[config.mk]
export PLATFORM = sky130hd
export DESIGN_NAME = spi_word_tx_flat
export DESIGN_NICKNAME = d
export VERILOG_FILES = /design/src/rtl/spi_word_tx_if.sv /design/src/rtl/spi_word_tx.sv /design/src/flat_wrapper.sv
export SDC_FILE = /design/constraint.sdc
export NUM_CORES = 1
export LEC_CHECK = 0
export BUFFER_PORTS_ARGS = -buffer_cell sky130_fd_sc_hd__buf_4
export CAP_MARGIN = 20
export CELL_PAD_IN_SITES_DETAIL_PLACEMENT = 1
export CELL_PAD_IN_SITES_GLOBAL_PLACEMENT = 1
export CORE_MARGIN = 2
export CORE_UTILIZATION = 48
export CTS_CLUSTER_SIZE = 16
export DETAILED_ROUTE_END_ITERATION = 8
export GPL_ROUTABILITY_DRIVEN = 0
export PLACE_DENSITY_LB_ADDON = 0.1
export SYNTH_ARGS = -nofsm -noshare
export SYNTH_HDL_FRONTEND = slang
export SYNTH_SLANG_ARGS = --single-unit
[constraint.sdc]
create_clock -name clk -period 3.2 [get_ports clk]
set_input_delay 0.64 -clock clk [delete_from_list [all_inputs] [get_ports clk]]
set_output_delay 0.64 -clock clk [all_outputs]
set_load 0.005 [all_outputs]
[src/rtl/spi_word_tx_if.sv]
// Handshake and SPI pin bundle for spi_word_tx.
// The master modport is the upstream word source; the slave modport is the transmitter itself.
interface spi_word_tx_if #(
    parameter int WIDTH = 32
);
    logic [WIDTH-1:0] data_in;
    logic             data_valid;
    logic             data_ready;
    logic             busy;
    logic             spi_sck;
    logic             pc_cs;
    logic             pc_mosi;

    modport master (
        output data_in, data_valid,
        input  data_ready, busy, spi_sck, pc_cs, pc_mosi
    );

    modport slave (
        input  data_in, data_valid,
        output data_ready, busy, spi_sck, pc_cs, pc_mosi
    );
endinterface

[src/rtl/spi_word_tx.sv]
// SPI mode-0 word transmitter: accepts one WIDTH-bit word on valid/ready and shifts it out MSB
// first. Every output is driven directly by a flop.
module spi_word_tx #(
    parameter int WIDTH   = 32,
    parameter int CLK_DIV = 2
) (
    input  logic clk,
    input  logic rst_n,
    spi_word_tx_if.slave bus
);
    localparam int BW = $clog2(WIDTH + 1);
    localparam int HW = $clog2(CLK_DIV + 1);
    localparam logic [HW-1:0] HALF_RELOAD = HW'(CLK_DIV - 1);
    localparam logic [BW-1:0] BIT_LAST    = BW'(WIDTH);

    typedef enum logic [1:0] {IDLE, SHIFT, HOLD, GAP} state_t;

    state_t           state_reg, state_next;
    logic [WIDTH-1:0] shreg_reg, shreg_next, shreg_shift;
    logic [BW-1:0]    bit_cnt_reg, bit_cnt_next;
    logic [HW-1:0]    half_cnt_reg, half_cnt_next;
    logic             sck_reg, sck_next;
    logic             cs_reg, cs_next;
    logic             mosi_reg, mosi_next;
    logic             ready_reg, ready_next;
    logic             busy_reg, busy_next;
    logic             half_done;

    assign half_done   = (half_cnt_reg == '0);
    assign shreg_shift = shreg_reg << 1;

    always_ff @(posedge clk or negedge rst_n) begin
        if (!rst_n) begin
            state_reg    <= IDLE;
            shreg_reg    <= '0;
            bit_cnt_reg  <= '0;
            half_cnt_reg <= '0;
            sck_reg      <= 1'b0;
            cs_reg       <= 1'b1;
            mosi_reg     <= 1'b0;
            ready_reg    <= 1'b1;
            busy_reg     <= 1'b0;
        end else begin
            state_reg    <= state_next;
            shreg_reg    <= shreg_next;
            bit_cnt_reg  <= bit_cnt_next;
            half_cnt_reg <= half_cnt_next;
            sck_reg      <= sck_next;
            cs_reg       <= cs_next;
            mosi_reg     <= mosi_next;
            ready_reg    <= ready_next;
            busy_reg     <= busy_next;
        end
    end

    always_comb begin
        state_next    = state_reg;
        shreg_next    = shreg_reg;
        bit_cnt_next  = bit_cnt_reg;
        half_cnt_next = half_cnt_reg;
        sck_next      = sck_reg;
        cs_next       = cs_reg;
        mosi_next     = mosi_reg;
        ready_next    = ready_reg;
        busy_next     = busy_reg;

        case (state_reg)
            IDLE: begin
                if (bus.data_valid && ready_reg) begin
                    shreg_next    = bus.data_in;
                    mosi_next     = bus.data_in[WIDTH-1];
                    cs_next       = 1'b0;
                    ready_next    = 1'b0;
                    busy_next     = 1'b1;
                    sck_next      = 1'b0;
                    bit_cnt_next  = '0;
                    half_cnt_next = HALF_RELOAD;
                    state_next    = SHIFT;
                end
            end

            SHIFT: begin
                if (!half_done) begin
                    half_cnt_next = half_cnt_reg - 1'b1;
                end else begin
                    half_cnt_next = HALF_RELOAD;
                    if (!sck_reg) begin
                        sck_next     = 1'b1;
                        bit_cnt_next = bit_cnt_reg + 1'b1;
                    end else begin
                        sck_next = 1'b0;
                        // After the last rise the final bit is left on mosi through HOLD.
                        if (bit_cnt_reg == BIT_LAST) begin
                            state_next = HOLD;
                        end else begin
                            shreg_next = shreg_shift;
                            mosi_next  = shreg_shift[WIDTH-1];
                        end
                    end
                end
            end

            HOLD: begin
                if (!half_done) begin
                    half_cnt_next = half_cnt_reg - 1'b1;
                end else begin
                    half_cnt_next = HALF_RELOAD;
                    cs_next       = 1'b1;
                    mosi_next     = 1'b0;
                    state_next    = GAP;
                end
            end

            GAP: begin
                if (!half_done) begin
                    half_cnt_next = half_cnt_reg - 1'b1;
                end else begin
                    half_cnt_next = '0;
                    bit_cnt_next  = '0;
                    ready_next    = 1'b1;
                    busy_next     = 1'b0;
                    state_next    = IDLE;
                end
            end

            default: state_next = IDLE;
        endcase
    end

    assign bus.data_ready = ready_reg;
    assign bus.busy       = busy_reg;
    assign bus.spi_sck    = sck_reg;
    assign bus.pc_cs      = cs_reg;
    assign bus.pc_mosi    = mosi_reg;
endmodule

[src/flat_wrapper.sv]
// flat-port wrapper written by rule: the top's interface ports become plain ports
module spi_word_tx_flat 
#(
    parameter int WIDTH   = 32,
    parameter int CLK_DIV = 2
)
  (clk, rst_n, bus_data_in, bus_data_valid, bus_data_ready, bus_busy, bus_spi_sck, bus_pc_cs, bus_pc_mosi);
  spi_word_tx_if #(.WIDTH(WIDTH)) bus_i ();
  input  logic clk;
  input  logic rst_n;
  input wire logic [$bits(bus_i.data_in)-1:0] bus_data_in;
  input wire logic [$bits(bus_i.data_valid)-1:0] bus_data_valid;
  output wire logic [$bits(bus_i.data_ready)-1:0] bus_data_ready;
  output wire logic [$bits(bus_i.busy)-1:0] bus_busy;
  output wire logic [$bits(bus_i.spi_sck)-1:0] bus_spi_sck;
  output wire logic [$bits(bus_i.pc_cs)-1:0] bus_pc_cs;
  output wire logic [$bits(bus_i.pc_mosi)-1:0] bus_pc_mosi;
  assign bus_i.data_in = bus_data_in;
  assign bus_i.data_valid = bus_data_valid;
  assign bus_data_ready = bus_i.data_ready;
  assign bus_busy = bus_i.busy;
  assign bus_spi_sck = bus_i.spi_sck;
  assign bus_pc_cs = bus_i.pc_cs;
  assign bus_pc_mosi = bus_i.pc_mosi;
  spi_word_tx #(.WIDTH(WIDTH), .CLK_DIV(CLK_DIV)) u_core (.clk(clk), .rst_n(rst_n), .bus(bus_i));
endmodule
==> run summary <==
# IOs: 40
Buf/Inv on CP: 2
share of layout cells above drive strength 1: 49.0%
PortBufs: 39
largest net degree at the start of global routing: 47
post_cts resized: 0
final cell count without fillers: 317
Primary FF master, synth: dfrtp_1
initial core utilization: 49.4%
number of buffers inserted by hold repair at cts: 0
syn_nets: 250
number of synthesized flops with an enable pin: 0
slew margin rel.: 60.9%
max frequency: 440 MHz
Routed WL: 5280 um
full die area: 5780 sq um
Synthesis Warnings: 0
CTS Root Cell: clkbuf_8
crit-path cells: inv_1 > ha_1 > a21bo_2 > nand3_1 > o21ai_2 > buf_4 > mux2_2
DRC: 0
DP HPWL: 3800 um
slew of the pin with the lowest slew margin: 586 ps
cell area after placement: 2820 sq um
Die W: 76.0 um
Critical Path Stages: 7
first-pass GRT wire length: 8820 um
Worst IR Drop VDD: 0.214 mV
drt first pass iters: 4
final worst path period need: 2280 ps
ant diodes: 0
max incr delay on CP: 390 ps
Synth top area share: 44.2%
cell family with most CP delay: compound AO/OA/AOI/OAI gates
setup bufs post-CTS: 0
CP required: 3390 ps
CP Launch Type: flop
DP Cell Count: 309
vias in the first global route: 1861
synth cell count leaders: 63 x mux2_2, 44 x dfrtp_1, 12 x nand2_1
tightest hold margin: 328 ps
max reg flops: 31
Area growth, synth to finish: 16.9%
WS Path Type: reg -> reg
Max-Cap Viols: 0
Fin. Hold Viols: 0
HP Class: in -> async
reg-to-reg slack, setup: 920 ps
via count: 1733
number of fill cells in the layout: 549
average size of a mapped cell: 12.0 sq um
# clock sinks: 46
Critical Path Sink: u_core.shreg_reg[8]$_DFFE_PN0P_
Total GRT Usage: 19.3%
Slew Limit Fails: 0
Die Span Y: 76.0 um
Final Cell Area: 2910 sq um
Setup violations, final: 0
largest cells by area after synthesis: dfrtp_1 44%, mux2_2 29%, ha_1 3.5%
fraction of registers with async set/reset: 100%
H-Tree Depth: 2
unrepaired setup endpoints after global routing: false
fin crit share: 71.1%
library cells used by synthesis: 37
LEAKAGE: 1.48 nW
count of nets after finishing: 288
Final ANT Viol Nets: 0
Setup TNS: 0 ps
crit path DAT: 2460 ps
core area: 5040 sq um
Max stage delay cell, worst path: dfrtp_1
Num CTS Buffers: 5
r2r endpoint: u_core.shreg_reg[8]$_DFFE_PN0P_
Critical Path Fanout Max: 31
Post-Synthesis Cell Area: 2490 sq um
routed len/inst: 16.6 um
Overflow after GRT: 0
most frequent cell after synthesis: mux2_2
initial antenna violation count: 0
Initial DRC Count: 61
clock transition at the registers of the reported paths: 90 ps
Crit Reg-Reg Startpoint: u_core.state_reg[0]$_DFFE_PN0P_
cell taking the most area after synthesis: dfrtp_1
worst setup path startpoint: u_core.state_reg[0]$_DFFE_PN0P_
clk_skew: 8.69 ps
num rows: 26
Seq/Total Area, Yosys: 46.4%
Cell Pwr Density: 342 nW/um^2
clk_lat worst skew: 300 ps
synthesized flop and latch total: 46
FF-to-FF path depth: 7
DR vias/cell: 5.47
run status: finished clean
Critical Path Sink Type: flop
CTS tree: built
Max Root-Sink Buffers: 2
Mapped Cells: 208
final core area utilization: 57.7%
[report_power, final]
group	total, W	switching (W)	internal (W)
Clock	0.000370	0.000195	0.000174
Combinational	0.0000445	0.0000180	0.0000264
Sequential	0.000581	0	0.000581
[cells by family (layout without fill, tap and decap cells)]
family                     Yosys count  after routing  synth area share, %
buffers and inverters               18             57                 4.12
DFF                                 46             46                 46.4
muxes                               64             64                 28.9
and+or+nand+nor                     44             44                 9.60
AOI/OAI and AO/OA                   29             29                 7.49
adders and majority gates            7              7                 3.52
[placed cells by master (no fill, tap or decap), types with 2 or more instances in the layout]
| master | instances |
|---|---|
| a21oi_1 | 9 |
| a31o_2 | 2 |
| nor2b_1 | 2 |
| mux2_2 | 63 |
| dfstp_2 | 2 |
| a22o_1 | 2 |
| a21boi_0 | 2 |
| o21ai_0 | 6 |
| inv_1 | 8 |
| dfrtp_1 | 44 |
| nor2_1 | 5 |
| buf_4 | 41 |
| o211ai_1 | 3 |
| nand4_1 | 2 |
| nand3_1 | 9 |
| clkbuf_8 | 6 |
| or4_1 | 3 |
| nand2_1 | 12 |
| ha_1 | 6 |
| nor3_1 | 2 |
[final cells by class]
cell class                 count  area [sq um]  area share [%]
sequential                    46          1150            39.7
multi-input combinational    144          1240            42.6
clock buffer                   7          86.3            2.97
inverter                       8          30.0            1.03
tap                           70          87.6            3.01
timing repair buffer          41           308            10.6
clock inverter                 1          5.00           0.172
[metal layers]
| layer | track usage, % | wire length, um |
|---|---|---|
| met5 | 0 | 0 |
| met4 | 8.91 | 119 |
| met3 | 3.55 | 174 |
| met2 | 34.6 | 2830 |
| met1 | 22.5 | 2160 |
[through the flow]
stage / power (W) / setup slack [ps]
3_3_place_gp: 0.000636 / 1030
4_1_cts: 0.00101 / 908
6_report: 0.000995 / 925
2_1_floorplan: 0.000593 / 1190
3_5_place_dp: 0.000638 / 928
5_1_grt: 0.00104 / 781
[worst reg2reg max path, cell delays in order, from the launching register on]
cell and delay [ps]:
dfrtp_1 390, inv_1 100, ha_1 290, a21bo_2 320, nand3_1 110, o21ai_2 160
buf_4 370, mux2_2 400
[worst min-delay path by stage]
| stage | to | slack (ps) | cells after the start |
|---|---|---|---|
| finish | u_core.bit_cnt_reg[5]$_DFFE_PN0P_ | 330 | 1 |
| detailed placement | u_core.shreg_reg[23]$_DFFE_PN0P_ | 490 | 1 |
| global route | u_core.bit_cnt_reg[5]$_DFFE_PN0P_ | 360 | 1 |
| CTS | u_core.bus.spi_sck$_DFFE_PN0P_ | 350 | 1 |
| global placement | u_core.shreg_reg[22]$_DFFE_PN0P_ | 480 | 1 |
| floorplan | u_core.bit_cnt_reg[0]$_DFFE_PN0P_ | 340 | 0 |
No activity file was read; power rests on OpenSTA's default activity.
